### src/rtl/axi_wr_rd_test_master_if.sv
// AXI4 bus bundle shared by masters and slaves; Master/Slave modports give each
// side its own direction view of the five channels.
interface AXI_BUS #(
  parameter int unsigned AXI_ADDR_WIDTH = 64,
  parameter int unsigned AXI_DATA_WIDTH = 64,
  parameter int unsigned AXI_ID_WIDTH   = 5,
  parameter int unsigned AXI_USER_WIDTH = 64
);
  logic [AXI_ID_WIDTH-1:0]     aw_id;
  logic [AXI_ADDR_WIDTH-1:0]   aw_addr;
  logic [7:0]                  aw_len;
  logic [2:0]                  aw_size;
  logic [1:0]                  aw_burst;
  logic                        aw_lock;
  logic [3:0]                  aw_cache;
  logic [2:0]                  aw_prot;
  logic [3:0]                  aw_qos;
  logic [3:0]                  aw_region;
  logic [5:0]                  aw_atop;
  logic [AXI_USER_WIDTH-1:0]   aw_user;
  logic                        aw_valid;
  logic                        aw_ready;

  logic [AXI_DATA_WIDTH-1:0]   w_data;
  logic [AXI_DATA_WIDTH/8-1:0] w_strb;
  logic                        w_last;
  logic [AXI_USER_WIDTH-1:0]   w_user;
  logic                        w_valid;
  logic                        w_ready;

  logic [AXI_ID_WIDTH-1:0]     b_id;
  logic [1:0]                  b_resp;
  logic [AXI_USER_WIDTH-1:0]   b_user;
  logic                        b_valid;
  logic                        b_ready;

  logic [AXI_ID_WIDTH-1:0]     ar_id;
  logic [AXI_ADDR_WIDTH-1:0]   ar_addr;
  logic [7:0]                  ar_len;
  logic [2:0]                  ar_size;
  logic [1:0]                  ar_burst;
  logic                        ar_lock;
  logic [3:0]                  ar_cache;
  logic [2:0]                  ar_prot;
  logic [3:0]                  ar_qos;
  logic [3:0]                  ar_region;
  logic [AXI_USER_WIDTH-1:0]   ar_user;
  logic                        ar_valid;
  logic                        ar_ready;

  logic [AXI_ID_WIDTH-1:0]     r_id;
  logic [AXI_DATA_WIDTH-1:0]   r_data;
  logic [1:0]                  r_resp;
  logic                        r_last;
  logic [AXI_USER_WIDTH-1:0]   r_user;
  logic                        r_valid;
  logic                        r_ready;

  modport Master (
    output aw_id, aw_addr, aw_len, aw_size, aw_burst, aw_lock, aw_cache, aw_prot,
           aw_qos, aw_region, aw_atop, aw_user, aw_valid,
    input  aw_ready,
    output w_data, w_strb, w_last, w_user, w_valid,
    input  w_ready,
    input  b_id, b_resp, b_user, b_valid,
    output b_ready,
    output ar_id, ar_addr, ar_len, ar_size, ar_burst, ar_lock, ar_cache, ar_prot,
           ar_qos, ar_region, ar_user, ar_valid,
    input  ar_ready,
    input  r_id, r_data, r_resp, r_last, r_user, r_valid,
    output r_ready
  );

  modport Slave (
    input  aw_id, aw_addr, aw_len, aw_size, aw_burst, aw_lock, aw_cache, aw_prot,
           aw_qos, aw_region, aw_atop, aw_user, aw_valid,
    output aw_ready,
    input  w_data, w_strb, w_last, w_user, w_valid,
    output w_ready,
    output b_id, b_resp, b_user, b_valid,
    input  b_ready,
    input  ar_id, ar_addr, ar_len, ar_size, ar_burst, ar_lock, ar_cache, ar_prot,
           ar_qos, ar_region, ar_user, ar_valid,
    output ar_ready,
    output r_id, r_data, r_resp, r_last, r_user, r_valid,
    input  r_ready
  );
endinterface

### src/rtl/axi_wr_rd_test_master.sv
// One-shot AXI4 write-then-readback checker reporting done/pass/error.
// Define AXI_WR_RD_TEST_MASTER_TIMEOUT_EN to add a watchdog and the timeout_o port.
module axi_wr_rd_test_master #(
  parameter int unsigned AXI_ID_WIDTH   = 5,
  parameter int unsigned AXI_ADDR_WIDTH = 64,
  parameter int unsigned AXI_DATA_WIDTH = 64,
  parameter int unsigned AXI_USER_WIDTH = 64,
  parameter logic [63:0] ADDRESS        = 64'h9000_0004,
  parameter logic [63:0] DATA           = 64'hABCD,
  parameter int unsigned TXN_ID         = 0,
  parameter int unsigned START_DELAY    = 10,
  parameter int unsigned TIMEOUT_CYCLES = 1024
) (
  input  logic   clk_i,
  input  logic   rst_ni,
  AXI_BUS.Master axi_master_port,
  output logic   done_o,
  output logic   pass_o,
`ifdef AXI_WR_RD_TEST_MASTER_TIMEOUT_EN
  output logic   timeout_o,
`endif
  output logic   error_o
);

  localparam int unsigned STRB_W = AXI_DATA_WIDTH / 8;
  localparam logic [AXI_ADDR_WIDTH-1:0] ADDR_C = AXI_ADDR_WIDTH'(ADDRESS);
  localparam logic [AXI_DATA_WIDTH-1:0] DATA_C = AXI_DATA_WIDTH'(DATA);
  localparam logic [AXI_ID_WIDTH-1:0]   ID_C   = AXI_ID_WIDTH'(TXN_ID);
  localparam logic [2:0]                SIZE_C = 3'($clog2(STRB_W));
  localparam int unsigned               DLY_W  = $clog2(START_DELAY + 2);
  localparam logic [DLY_W-1:0]          DLY_LAST = DLY_W'(START_DELAY);

  typedef enum logic [2:0] {IDLE, WRITE, WAIT_B, READ, WAIT_R, DONE} state_t;

  state_t             state;
  logic [DLY_W-1:0]   dly_cnt;
  logic               aw_valid, w_valid, aw_done, w_done;
  logic               b_ready, ar_valid, r_ready;
  logic               done, pass, error;

  logic aw_hs, w_hs, b_hs, ar_hs, r_hs, wr_complete, b_bad, r_bad;

  assign aw_hs       = aw_valid & axi_master_port.aw_ready;
  assign w_hs        = w_valid  & axi_master_port.w_ready;
  assign b_hs        = b_ready  & axi_master_port.b_valid;
  assign ar_hs       = ar_valid & axi_master_port.ar_ready;
  assign r_hs        = r_ready  & axi_master_port.r_valid;
  assign wr_complete = (aw_done | aw_hs) & (w_done | w_hs);
  assign b_bad = (axi_master_port.b_resp != 2'b00) | (axi_master_port.b_id != ID_C);
  assign r_bad = (axi_master_port.r_resp != 2'b00) | !axi_master_port.r_last |
                 (axi_master_port.r_id != ID_C) | (axi_master_port.r_data != DATA_C);

`ifdef AXI_WR_RD_TEST_MASTER_TIMEOUT_EN
  localparam int unsigned    WD_W    = $clog2(TIMEOUT_CYCLES + 1);
  localparam logic [WD_W-1:0] WD_LAST = WD_W'(TIMEOUT_CYCLES - 1);
  logic [WD_W-1:0] wd_cnt;
  logic            timeout, active, leave;

  always_comb begin
    leave  = 1'b0;
    active = 1'b1;
    case (state)
      WRITE:   leave = wr_complete;
      WAIT_B:  leave = b_hs;
      READ:    leave = ar_hs;
      WAIT_R:  leave = r_hs;
      default: active = 1'b0;
    endcase
  end

  assign timeout_o = timeout;
`endif

  always_ff @(posedge clk_i or negedge rst_ni) begin
    if (!rst_ni) begin
      state    <= IDLE;
      dly_cnt  <= '0;
      aw_valid <= 1'b0;
      w_valid  <= 1'b0;
      aw_done  <= 1'b0;
      w_done   <= 1'b0;
      b_ready  <= 1'b0;
      ar_valid <= 1'b0;
      r_ready  <= 1'b0;
      done     <= 1'b0;
      pass     <= 1'b0;
      error    <= 1'b0;
`ifdef AXI_WR_RD_TEST_MASTER_TIMEOUT_EN
      wd_cnt   <= '0;
      timeout  <= 1'b0;
`endif
    end else begin
      case (state)
        IDLE: begin
          if (dly_cnt == DLY_LAST) begin
            state    <= WRITE;
            aw_valid <= 1'b1;
            w_valid  <= 1'b1;
          end else begin
            dly_cnt <= dly_cnt + DLY_W'(1);
          end
        end
        // AW and W complete independently; the done flags remember which already fired.
        WRITE: begin
          if (aw_hs) begin
            aw_valid <= 1'b0;
            aw_done  <= 1'b1;
          end
          if (w_hs) begin
            w_valid <= 1'b0;
            w_done  <= 1'b1;
          end
          if (wr_complete) begin
            state   <= WAIT_B;
            b_ready <= 1'b1;
            aw_done <= 1'b0;
            w_done  <= 1'b0;
          end
        end
        WAIT_B: begin
          if (b_hs) begin
            b_ready  <= 1'b0;
            ar_valid <= 1'b1;
            state    <= READ;
            if (b_bad) error <= 1'b1;
          end
        end
        READ: begin
          if (ar_hs) begin
            ar_valid <= 1'b0;
            r_ready  <= 1'b1;
            state    <= WAIT_R;
          end
        end
        WAIT_R: begin
          if (r_hs) begin
            r_ready <= 1'b0;
            done    <= 1'b1;
            pass    <= !(error | r_bad);
            state   <= DONE;
            if (r_bad) error <= 1'b1;
          end
        end
        default: ;
      endcase
`ifdef AXI_WR_RD_TEST_MASTER_TIMEOUT_EN
      wd_cnt <= (!active || leave) ? '0 : wd_cnt + WD_W'(1);
      // Expiry overrides whatever the state machine scheduled this cycle.
      if (active && wd_cnt == WD_LAST) begin
        state    <= DONE;
        aw_valid <= 1'b0;
        w_valid  <= 1'b0;
        aw_done  <= 1'b0;
        w_done   <= 1'b0;
        b_ready  <= 1'b0;
        ar_valid <= 1'b0;
        r_ready  <= 1'b0;
        done     <= 1'b1;
        pass     <= 1'b0;
        error    <= 1'b1;
        timeout  <= 1'b1;
      end
`endif
    end
  end

  assign done_o  = done;
  assign pass_o  = pass;
  assign error_o = error;

  assign axi_master_port.aw_id     = ID_C;
  assign axi_master_port.aw_addr   = ADDR_C;
  assign axi_master_port.aw_len    = 8'd0;
  assign axi_master_port.aw_size   = SIZE_C;
  assign axi_master_port.aw_burst  = 2'b01;
  assign axi_master_port.aw_lock   = 1'b0;
  assign axi_master_port.aw_cache  = 4'd0;
  assign axi_master_port.aw_prot   = 3'd0;
  assign axi_master_port.aw_qos    = 4'd0;
  assign axi_master_port.aw_region = 4'd0;
  assign axi_master_port.aw_atop   = 6'd0;
  assign axi_master_port.aw_user   = '0;
  assign axi_master_port.aw_valid  = aw_valid;

  assign axi_master_port.w_data    = DATA_C;
  assign axi_master_port.w_strb    = '1;
  assign axi_master_port.w_last    = 1'b1;
  assign axi_master_port.w_user    = '0;
  assign axi_master_port.w_valid   = w_valid;

  assign axi_master_port.b_ready   = b_ready;

  assign axi_master_port.ar_id     = ID_C;
  assign axi_master_port.ar_addr   = ADDR_C;
  assign axi_master_port.ar_len    = 8'd0;
  assign axi_master_port.ar_size   = SIZE_C;
  assign axi_master_port.ar_burst  = 2'b01;
  assign axi_master_port.ar_lock   = 1'b0;
  assign axi_master_port.ar_cache  = 4'd0;
  assign axi_master_port.ar_prot   = 3'd0;
  assign axi_master_port.ar_qos    = 4'd0;
  assign axi_master_port.ar_region = 4'd0;
  assign axi_master_port.ar_user   = '0;
  assign axi_master_port.ar_valid  = ar_valid;

  assign axi_master_port.r_ready   = r_ready;

endmodule

### src/flat_wrapper.sv
// flat-port wrapper written by rule: the top's interface ports become plain ports
module axi_wr_rd_test_master_flat 
#(
  parameter int unsigned AXI_ID_WIDTH   = 5,
  parameter int unsigned AXI_ADDR_WIDTH = 64,
  parameter int unsigned AXI_DATA_WIDTH = 64,
  parameter int unsigned AXI_USER_WIDTH = 64,
  parameter logic [63:0] ADDRESS        = 64'h9000_0004,
  parameter logic [63:0] DATA           = 64'hABCD,
  parameter int unsigned TXN_ID         = 0,
  parameter int unsigned START_DELAY    = 10,
  parameter int unsigned TIMEOUT_CYCLES = 1024
)
  (clk_i, rst_ni, done_o, pass_o, error_o, axi_master_port_aw_id, axi_master_port_aw_addr, axi_master_port_aw_len, axi_master_port_aw_size, axi_master_port_aw_burst, axi_master_port_aw_lock, axi_master_port_aw_cache, axi_master_port_aw_prot, axi_master_port_aw_qos, axi_master_port_aw_region, axi_master_port_aw_atop, axi_master_port_aw_user, axi_master_port_aw_valid, axi_master_port_aw_ready, axi_master_port_w_data, axi_master_port_w_strb, axi_master_port_w_last, axi_master_port_w_user, axi_master_port_w_valid, axi_master_port_w_ready, axi_master_port_b_id, axi_master_port_b_resp, axi_master_port_b_user, axi_master_port_b_valid, axi_master_port_b_ready, axi_master_port_ar_id, axi_master_port_ar_addr, axi_master_port_ar_len, axi_master_port_ar_size, axi_master_port_ar_burst, axi_master_port_ar_lock, axi_master_port_ar_cache, axi_master_port_ar_prot, axi_master_port_ar_qos, axi_master_port_ar_region, axi_master_port_ar_user, axi_master_port_ar_valid, axi_master_port_ar_ready, axi_master_port_r_id, axi_master_port_r_data, axi_master_port_r_resp, axi_master_port_r_last, axi_master_port_r_user, axi_master_port_r_valid, axi_master_port_r_ready);
  AXI_BUS #(.AXI_ADDR_WIDTH(AXI_ADDR_WIDTH), .AXI_DATA_WIDTH(AXI_DATA_WIDTH), .AXI_ID_WIDTH(AXI_ID_WIDTH), .AXI_USER_WIDTH(AXI_USER_WIDTH)) axi_master_port_i ();
  input  logic clk_i;
  input  logic rst_ni;
  output logic done_o;
  output logic pass_o;
  output logic error_o;
  output wire logic [$bits(axi_master_port_i.aw_id)-1:0] axi_master_port_aw_id;
  output wire logic [$bits(axi_master_port_i.aw_addr)-1:0] axi_master_port_aw_addr;
  output wire logic [$bits(axi_master_port_i.aw_len)-1:0] axi_master_port_aw_len;
  output wire logic [$bits(axi_master_port_i.aw_size)-1:0] axi_master_port_aw_size;
  output wire logic [$bits(axi_master_port_i.aw_burst)-1:0] axi_master_port_aw_burst;
  output wire logic [$bits(axi_master_port_i.aw_lock)-1:0] axi_master_port_aw_lock;
  output wire logic [$bits(axi_master_port_i.aw_cache)-1:0] axi_master_port_aw_cache;
  output wire logic [$bits(axi_master_port_i.aw_prot)-1:0] axi_master_port_aw_prot;
  output wire logic [$bits(axi_master_port_i.aw_qos)-1:0] axi_master_port_aw_qos;
  output wire logic [$bits(axi_master_port_i.aw_region)-1:0] axi_master_port_aw_region;
  output wire logic [$bits(axi_master_port_i.aw_atop)-1:0] axi_master_port_aw_atop;
  output wire logic [$bits(axi_master_port_i.aw_user)-1:0] axi_master_port_aw_user;
  output wire logic [$bits(axi_master_port_i.aw_valid)-1:0] axi_master_port_aw_valid;
  input wire logic [$bits(axi_master_port_i.aw_ready)-1:0] axi_master_port_aw_ready;
  output wire logic [$bits(axi_master_port_i.w_data)-1:0] axi_master_port_w_data;
  output wire logic [$bits(axi_master_port_i.w_strb)-1:0] axi_master_port_w_strb;
  output wire logic [$bits(axi_master_port_i.w_last)-1:0] axi_master_port_w_last;
  output wire logic [$bits(axi_master_port_i.w_user)-1:0] axi_master_port_w_user;
  output wire logic [$bits(axi_master_port_i.w_valid)-1:0] axi_master_port_w_valid;
  input wire logic [$bits(axi_master_port_i.w_ready)-1:0] axi_master_port_w_ready;
  input wire logic [$bits(axi_master_port_i.b_id)-1:0] axi_master_port_b_id;
  input wire logic [$bits(axi_master_port_i.b_resp)-1:0] axi_master_port_b_resp;
  input wire logic [$bits(axi_master_port_i.b_user)-1:0] axi_master_port_b_user;
  input wire logic [$bits(axi_master_port_i.b_valid)-1:0] axi_master_port_b_valid;
  output wire logic [$bits(axi_master_port_i.b_ready)-1:0] axi_master_port_b_ready;
  output wire logic [$bits(axi_master_port_i.ar_id)-1:0] axi_master_port_ar_id;
  output wire logic [$bits(axi_master_port_i.ar_addr)-1:0] axi_master_port_ar_addr;
  output wire logic [$bits(axi_master_port_i.ar_len)-1:0] axi_master_port_ar_len;
  output wire logic [$bits(axi_master_port_i.ar_size)-1:0] axi_master_port_ar_size;
  output wire logic [$bits(axi_master_port_i.ar_burst)-1:0] axi_master_port_ar_burst;
  output wire logic [$bits(axi_master_port_i.ar_lock)-1:0] axi_master_port_ar_lock;
  output wire logic [$bits(axi_master_port_i.ar_cache)-1:0] axi_master_port_ar_cache;
  output wire logic [$bits(axi_master_port_i.ar_prot)-1:0] axi_master_port_ar_prot;
  output wire logic [$bits(axi_master_port_i.ar_qos)-1:0] axi_master_port_ar_qos;
  output wire logic [$bits(axi_master_port_i.ar_region)-1:0] axi_master_port_ar_region;
  output wire logic [$bits(axi_master_port_i.ar_user)-1:0] axi_master_port_ar_user;
  output wire logic [$bits(axi_master_port_i.ar_valid)-1:0] axi_master_port_ar_valid;
  input wire logic [$bits(axi_master_port_i.ar_ready)-1:0] axi_master_port_ar_ready;
  input wire logic [$bits(axi_master_port_i.r_id)-1:0] axi_master_port_r_id;
  input wire logic [$bits(axi_master_port_i.r_data)-1:0] axi_master_port_r_data;
  input wire logic [$bits(axi_master_port_i.r_resp)-1:0] axi_master_port_r_resp;
  input wire logic [$bits(axi_master_port_i.r_last)-1:0] axi_master_port_r_last;
  input wire logic [$bits(axi_master_port_i.r_user)-1:0] axi_master_port_r_user;
  input wire logic [$bits(axi_master_port_i.r_valid)-1:0] axi_master_port_r_valid;
  output wire logic [$bits(axi_master_port_i.r_ready)-1:0] axi_master_port_r_ready;
  assign axi_master_port_aw_id = axi_master_port_i.aw_id;
  assign axi_master_port_aw_addr = axi_master_port_i.aw_addr;
  assign axi_master_port_aw_len = axi_master_port_i.aw_len;
  assign axi_master_port_aw_size = axi_master_port_i.aw_size;
  assign axi_master_port_aw_burst = axi_master_port_i.aw_burst;
  assign axi_master_port_aw_lock = axi_master_port_i.aw_lock;
  assign axi_master_port_aw_cache = axi_master_port_i.aw_cache;
  assign axi_master_port_aw_prot = axi_master_port_i.aw_prot;
  assign axi_master_port_aw_qos = axi_master_port_i.aw_qos;
  assign axi_master_port_aw_region = axi_master_port_i.aw_region;
  assign axi_master_port_aw_atop = axi_master_port_i.aw_atop;
  assign axi_master_port_aw_user = axi_master_port_i.aw_user;
  assign axi_master_port_aw_valid = axi_master_port_i.aw_valid;
  assign axi_master_port_i.aw_ready = axi_master_port_aw_ready;
  assign axi_master_port_w_data = axi_master_port_i.w_data;
  assign axi_master_port_w_strb = axi_master_port_i.w_strb;
  assign axi_master_port_w_last = axi_master_port_i.w_last;
  assign axi_master_port_w_user = axi_master_port_i.w_user;
  assign axi_master_port_w_valid = axi_master_port_i.w_valid;
  assign axi_master_port_i.w_ready = axi_master_port_w_ready;
  assign axi_master_port_i.b_id = axi_master_port_b_id;
  assign axi_master_port_i.b_resp = axi_master_port_b_resp;
  assign axi_master_port_i.b_user = axi_master_port_b_user;
  assign axi_master_port_i.b_valid = axi_master_port_b_valid;
  assign axi_master_port_b_ready = axi_master_port_i.b_ready;
  assign axi_master_port_ar_id = axi_master_port_i.ar_id;
  assign axi_master_port_ar_addr = axi_master_port_i.ar_addr;
  assign axi_master_port_ar_len = axi_master_port_i.ar_len;
  assign axi_master_port_ar_size = axi_master_port_i.ar_size;
  assign axi_master_port_ar_burst = axi_master_port_i.ar_burst;
  assign axi_master_port_ar_lock = axi_master_port_i.ar_lock;
  assign axi_master_port_ar_cache = axi_master_port_i.ar_cache;
  assign axi_master_port_ar_prot = axi_master_port_i.ar_prot;
  assign axi_master_port_ar_qos = axi_master_port_i.ar_qos;
  assign axi_master_port_ar_region = axi_master_port_i.ar_region;
  assign axi_master_port_ar_user = axi_master_port_i.ar_user;
  assign axi_master_port_ar_valid = axi_master_port_i.ar_valid;
  assign axi_master_port_i.ar_ready = axi_master_port_ar_ready;
  assign axi_master_port_i.r_id = axi_master_port_r_id;
  assign axi_master_port_i.r_data = axi_master_port_r_data;
  assign axi_master_port_i.r_resp = axi_master_port_r_resp;
  assign axi_master_port_i.r_last = axi_master_port_r_last;
  assign axi_master_port_i.r_user = axi_master_port_r_user;
  assign axi_master_port_i.r_valid = axi_master_port_r_valid;
  assign axi_master_port_r_ready = axi_master_port_i.r_ready;
  axi_wr_rd_test_master #(.AXI_ID_WIDTH(AXI_ID_WIDTH), .AXI_ADDR_WIDTH(AXI_ADDR_WIDTH), .AXI_DATA_WIDTH(AXI_DATA_WIDTH), .AXI_USER_WIDTH(AXI_USER_WIDTH), .ADDRESS(ADDRESS), .DATA(DATA), .TXN_ID(TXN_ID), .START_DELAY(START_DELAY), .TIMEOUT_CYCLES(TIMEOUT_CYCLES)) u_core (.clk_i(clk_i), .rst_ni(rst_ni), .axi_master_port(axi_master_port_i), .done_o(done_o), .pass_o(pass_o), .error_o(error_o));
endmodule
### config.mk
export PLATFORM = sky130hd
export DESIGN_NAME = axi_wr_rd_test_master_flat
export DESIGN_NICKNAME = d
export VERILOG_FILES = /design/src/rtl/axi_wr_rd_test_master_if.sv /design/src/rtl/axi_wr_rd_test_master.sv /design/src/flat_wrapper.sv
export SDC_FILE = /design/constraint.sdc
export NUM_CORES = 1
export LEC_CHECK = 0
export ABC_AREA = 1
export CAP_MARGIN = 20
export CORE_AREA = 2 2 268 270
export CTS_BUF_LIST = sky130_fd_sc_hd__clkbuf_8
export CTS_CLUSTER_SIZE = 40
export DETAILED_ROUTE_END_ITERATION = 8
export DIE_AREA = 0 0 270 272
export HOLD_SLACK_MARGIN = 0.15
export PLACE_DENSITY = 0.31
export SLEW_MARGIN = 20
export SYNTH_ARGS = -nofsm -noshare
export SYNTH_HDL_FRONTEND = slang
export SYNTH_SLANG_ARGS = --single-unit
### constraint.sdc
create_clock -name clk_i -period 1.3 [get_ports clk_i]
set_input_delay 0.39 -clock clk_i [delete_from_list [all_inputs] [get_ports clk_i]]
set_output_delay 0.39 -clock clk_i [all_outputs]
set_load 0.02 [all_outputs]
==> summary.md <==
| Metric | Value |
|---|---|
| Outcome | finished clean |
| Clock latency on the worst-skew pair | 0.25 ns |
| Worst setup EP type | primary output |
| I/O Pins | 689 |
| Largest net degree at the start of global routing | 18 |
| Die Outline Area | 73,400 µm² |
| Synth cell types | 26 |
| Standard cell area after detailed placement | 5240 µm² |
| Area occupied by registers | 425 µm² |
| Maximum fanout along the worst path | 2 |
| Post-Syn Area per Cell | 7.21 µm² |
| Chain of cells forming the critical path | buf_6, buf_12 |
| Sort of element at the start of the critical path | flip-flop |
| Total clock sinks | 17 |
| Total congestion overflow after global routing | 0 |
| Max-Cap Viols | 0 |
| Cell family contributing the most delay on the critical path | flip-flops |
| Number of buffers created by CTS | 3 |
| Maximum clock insertion buffer count | 2 |
| Clock root buffer master | sky130_fd_sc_hd__clkbuf_8 |
| Standard cell with the maximum stage delay on the critical path | sky130_fd_sc_hd__dfrtp_1 |
| Top flop regs | u_core.dly_cnt x4, u_core.state x3 |
| # nets final | 993 |
| Wire length of the first global-routing pass | 10,400 µm |
| Fraction of final layout cells sized beyond drive strength 1 | 10.8% |
| Area of combinational cells with multiple inputs | 2510 µm² |
| Final routed wire length divided by cell count | 5.00 µm |
| Routed Wire Length | 8630 µm |
| Class of the tightest hold or removal check | flip-flop to flip-flop |
| Max IR drop VDD | 0.504 mV |
| Setup repair after global routing missed its margin | true |
| Post-detailed-placement half-perimeter wirelength | 8170 µm |
| CTS H-tree depth | 1 |
| Type of the worst setup path | flip-flop to primary output |
| Post-layout total power | 4590 µW |
| Fill cell total of the finished layout | 8,418 |
| Number of hold buffers added after cts | 0 |
| Cell area after layout | 5380 µm² |
| Cells after Synth | 653 |
| Register bit total from synthesis | 17 |
| TritonCTS clock tree | built |
| Antenna diode count | 0 |
| Vias in the first global route | 1,887 |
| Vias per cell | 1.61 |
| Routability-driven placement congestion ratio | 0.697 |
| Sequential fraction of the synthesis area | 9.04% |
| Highest cell delay on the worst timing path | 0.39 ns |
| Total power density per cell area | 853 nW/µm² |
| Fmax | 775 MHz |
| Final Hold Violating Endpoints | 0 |
| Antenna violation net count after detailed routing | 0 |
| Largest reg by FF count | u_core.dly_cnt |
| DR pass1 iterations | 2 |
| Clock slew at the register clock pins of the worst setup and hold paths | 0.07 ns |
| Total Routing Usage GR | 1.85% |
| Final period demand of the worst path | 1.29 ns |
| Share of the cycle needed by the critical path after routing | 99.2% |
| Dominant cells by area after synthesis | sky130_fd_sc_hd__buf_4, sky130_fd_sc_hd__dfrtp_1, sky130_fd_sc_hd__nor2_1 |
| Buffers on Ports | 93 |
| Worst path bufs/invs | 2 |
| Initial cell density of the core | 6.65% |
| Share of the synthesized area in the top cell type | 74.5% |
| Placement row count | 98 |
| Initial antenna violation count | 2 |
| Number of setup violations in the final report | 0 |
| Post-route DRC violation count | 0 |
| Max reg flops | 4 |
| Total via count in the routed design | 2,783 |
| Max-slew violation count | 0 |
| Required time at the worst-slack endpoint | 0.91 ns |
| Core Footprint | 70,800 µm² |
| LEAKAGE | 0.00279 µW |
| Layout overhead on the synthesized area | 14.2% |
| Arrival time of the worst setup path | 0.90 ns |
| DR iter-0 viols | 31 |
| YS warnings | 0 |
| Max Clock Skew | 0.00341 ns |
| Cell taking the most area after synthesis | sky130_fd_sc_hd__buf_4 |
| Die Span X | 270 µm |
| Total standard cell area after synthesis | 4710 µm² |
| Share of the core filled with cells in the final layout | 7.60% |
| Chip height | 272 µm |
## cells in the mapped netlist
cell	count
sky130_fd_sc_hd__xnor2_1	1
sky130_fd_sc_hd__o21ai_0	4
sky130_fd_sc_hd__o211ai_1	1
sky130_fd_sc_hd__inv_2	6
sky130_fd_sc_hd__nand2_2	3
sky130_fd_sc_hd__dfrtp_1	17
sky130_fd_sc_hd__or2_2	2
sky130_fd_sc_hd__nand2_1	43
sky130_fd_sc_hd__buf_4	467
sky130_fd_sc_hd__nand3_2	1
sky130_fd_sc_hd__o21ai_2	2
sky130_fd_sc_hd__xor2_1	2
sky130_fd_sc_hd__o22ai_1	1
sky130_fd_sc_hd__nor2_4	1
sky130_fd_sc_hd__conb_1	2
sky130_fd_sc_hd__o21ai_1	4
sky130_fd_sc_hd__nand2_4	2
sky130_fd_sc_hd__inv_1	22
sky130_fd_sc_hd__nor2_1	50
sky130_fd_sc_hd__nor3_1	1
sky130_fd_sc_hd__nor3_2	1
sky130_fd_sc_hd__inv_4	1
sky130_fd_sc_hd__nand4_1	5
sky130_fd_sc_hd__ha_1	2
sky130_fd_sc_hd__nand3_1	8
sky130_fd_sc_hd__nor2_2	4
## area by class of cell
type                    count  share of cell area (%)
clock buffers               3                   0.768
clock inverters             1                  0.0698
inverters                  29                    2.07
multi-input cells         605                    46.7
flip-flops and latches     17                    7.91
well taps                 950                    22.1
repair buffers            121                    20.3
## layout by cell type (no fill, tap or decap)
cell type and n:
sky130_fd_sc_hd__nor3_4 1, sky130_fd_sc_hd__nor2_4 6, sky130_fd_sc_hd__xor2_1 2, sky130_fd_sc_hd__inv_2 11, sky130_fd_sc_hd__o21ai_2 3, sky130_fd_sc_hd__buf_12 3, sky130_fd_sc_hd__o21ai_1 5, sky130_fd_sc_hd__inv_4 1
sky130_fd_sc_hd__nor3_2 1, sky130_fd_sc_hd__clkdlybuf4s50_1 15, sky130_fd_sc_hd__o21ai_0 2, sky130_fd_sc_hd__buf_6 7, sky130_fd_sc_hd__nand3_1 6, sky130_fd_sc_hd__nand2_1 39, sky130_fd_sc_hd__nor2_2 6, sky130_fd_sc_hd__dfrtp_1 17
sky130_fd_sc_hd__buf_2 2, sky130_fd_sc_hd__nand2_2 6, sky130_fd_sc_hd__inv_1 18, sky130_fd_sc_hd__or2_2 1, sky130_fd_sc_hd__o22ai_2 1, sky130_fd_sc_hd__nor2_1 43, sky130_fd_sc_hd__nand4_1 5, sky130_fd_sc_hd__clkbuf_8 3
sky130_fd_sc_hd__nand3_2 2, sky130_fd_sc_hd__dlygate4sd2_1 70, sky130_fd_sc_hd__ha_1 1, sky130_fd_sc_hd__o211ai_1 1, sky130_fd_sc_hd__ha_2 1, sky130_fd_sc_hd__buf_4 24, sky130_fd_sc_hd__xnor2_1 1, sky130_fd_sc_hd__nand3_4 1
sky130_fd_sc_hd__nand2_4 3, sky130_fd_sc_hd__conb_1 467, sky130_fd_sc_hd__or2_4 1
## worst paths after layout
check	slack, ns	depth (start not counted)	to	start
hold / removal	0.49	1	u_core.done_o	u_core.done_o
setup reg to reg	0.02	9	u_core.state[2]	u_core.dly_cnt[0]
hold reg to reg	0.49	1	u_core.done_o	u_core.done_o
setup / recovery	0.01	2	axi_master_port_w_valid	u_core.axi_master_port.w_valid
max in group asynchronous	0.67	2	u_core.state[0]	rst_ni
min in group asynchronous	0.50	2	u_core.axi_master_port.ar_valid	rst_ni
## per-stage QoR
stage / instances / setup slack [ns] / TNS, ns / hold slack [ns]
after floorplan: 1118 / 0.0202 / 0 / 0.0944
after global placement: 1714 / -0.594 / -4.27 / 0.467
after detailed placement: 1714 / -0.588 / -4.33 / 0.480
after CTS: 1724 / -0.00923 / -0.0168 / 0.505
after global routing: 1726 / -0.0914 / -0.788 / 0.496
final: 1726 / 0.0101 / 0 / 0.490
## report_power, final
part	total, µW	internal [µW]	switching [µW]
logic	3350	1070	2280
registers	836	700	135
clock network	398	210	189
## kinds of logic (layout without fill, tap and decap cells)
family / count (synthesis) / after routing / share of synthesized area [%]
AO/OA/AOI/OAI: 12 / 12 / 1.51
flip-flops: 17 / 17 / 9.04
buffers and inverters: 496 / 154 / 76.8
other: 2 / 467 / 0.160
adder cells (fa/ha/maj): 2 / 2 / 0.531
XOR/XNOR: 3 / 3 / 0.558
AND/OR/NAND/NOR: 121 / 121 / 11.4
## layer usage
layer  track usage (%)  wire [µm]  vias to the layer above
li1                  -          -                     1282
met2              4.02       5160                      301
met1              1.28       1830                     1188
met5                 0         23                        -
met3              1.01       1540                        8
met4             0.526         76                        4
## repair_timing
action,CTS,global route
hold endpoints to repair,0,0
pin swaps,72,6
resized for setup,111,7
setup buffers,7,2
setup endpoints to repair,17,19
(Power assumes the default switching activity.)
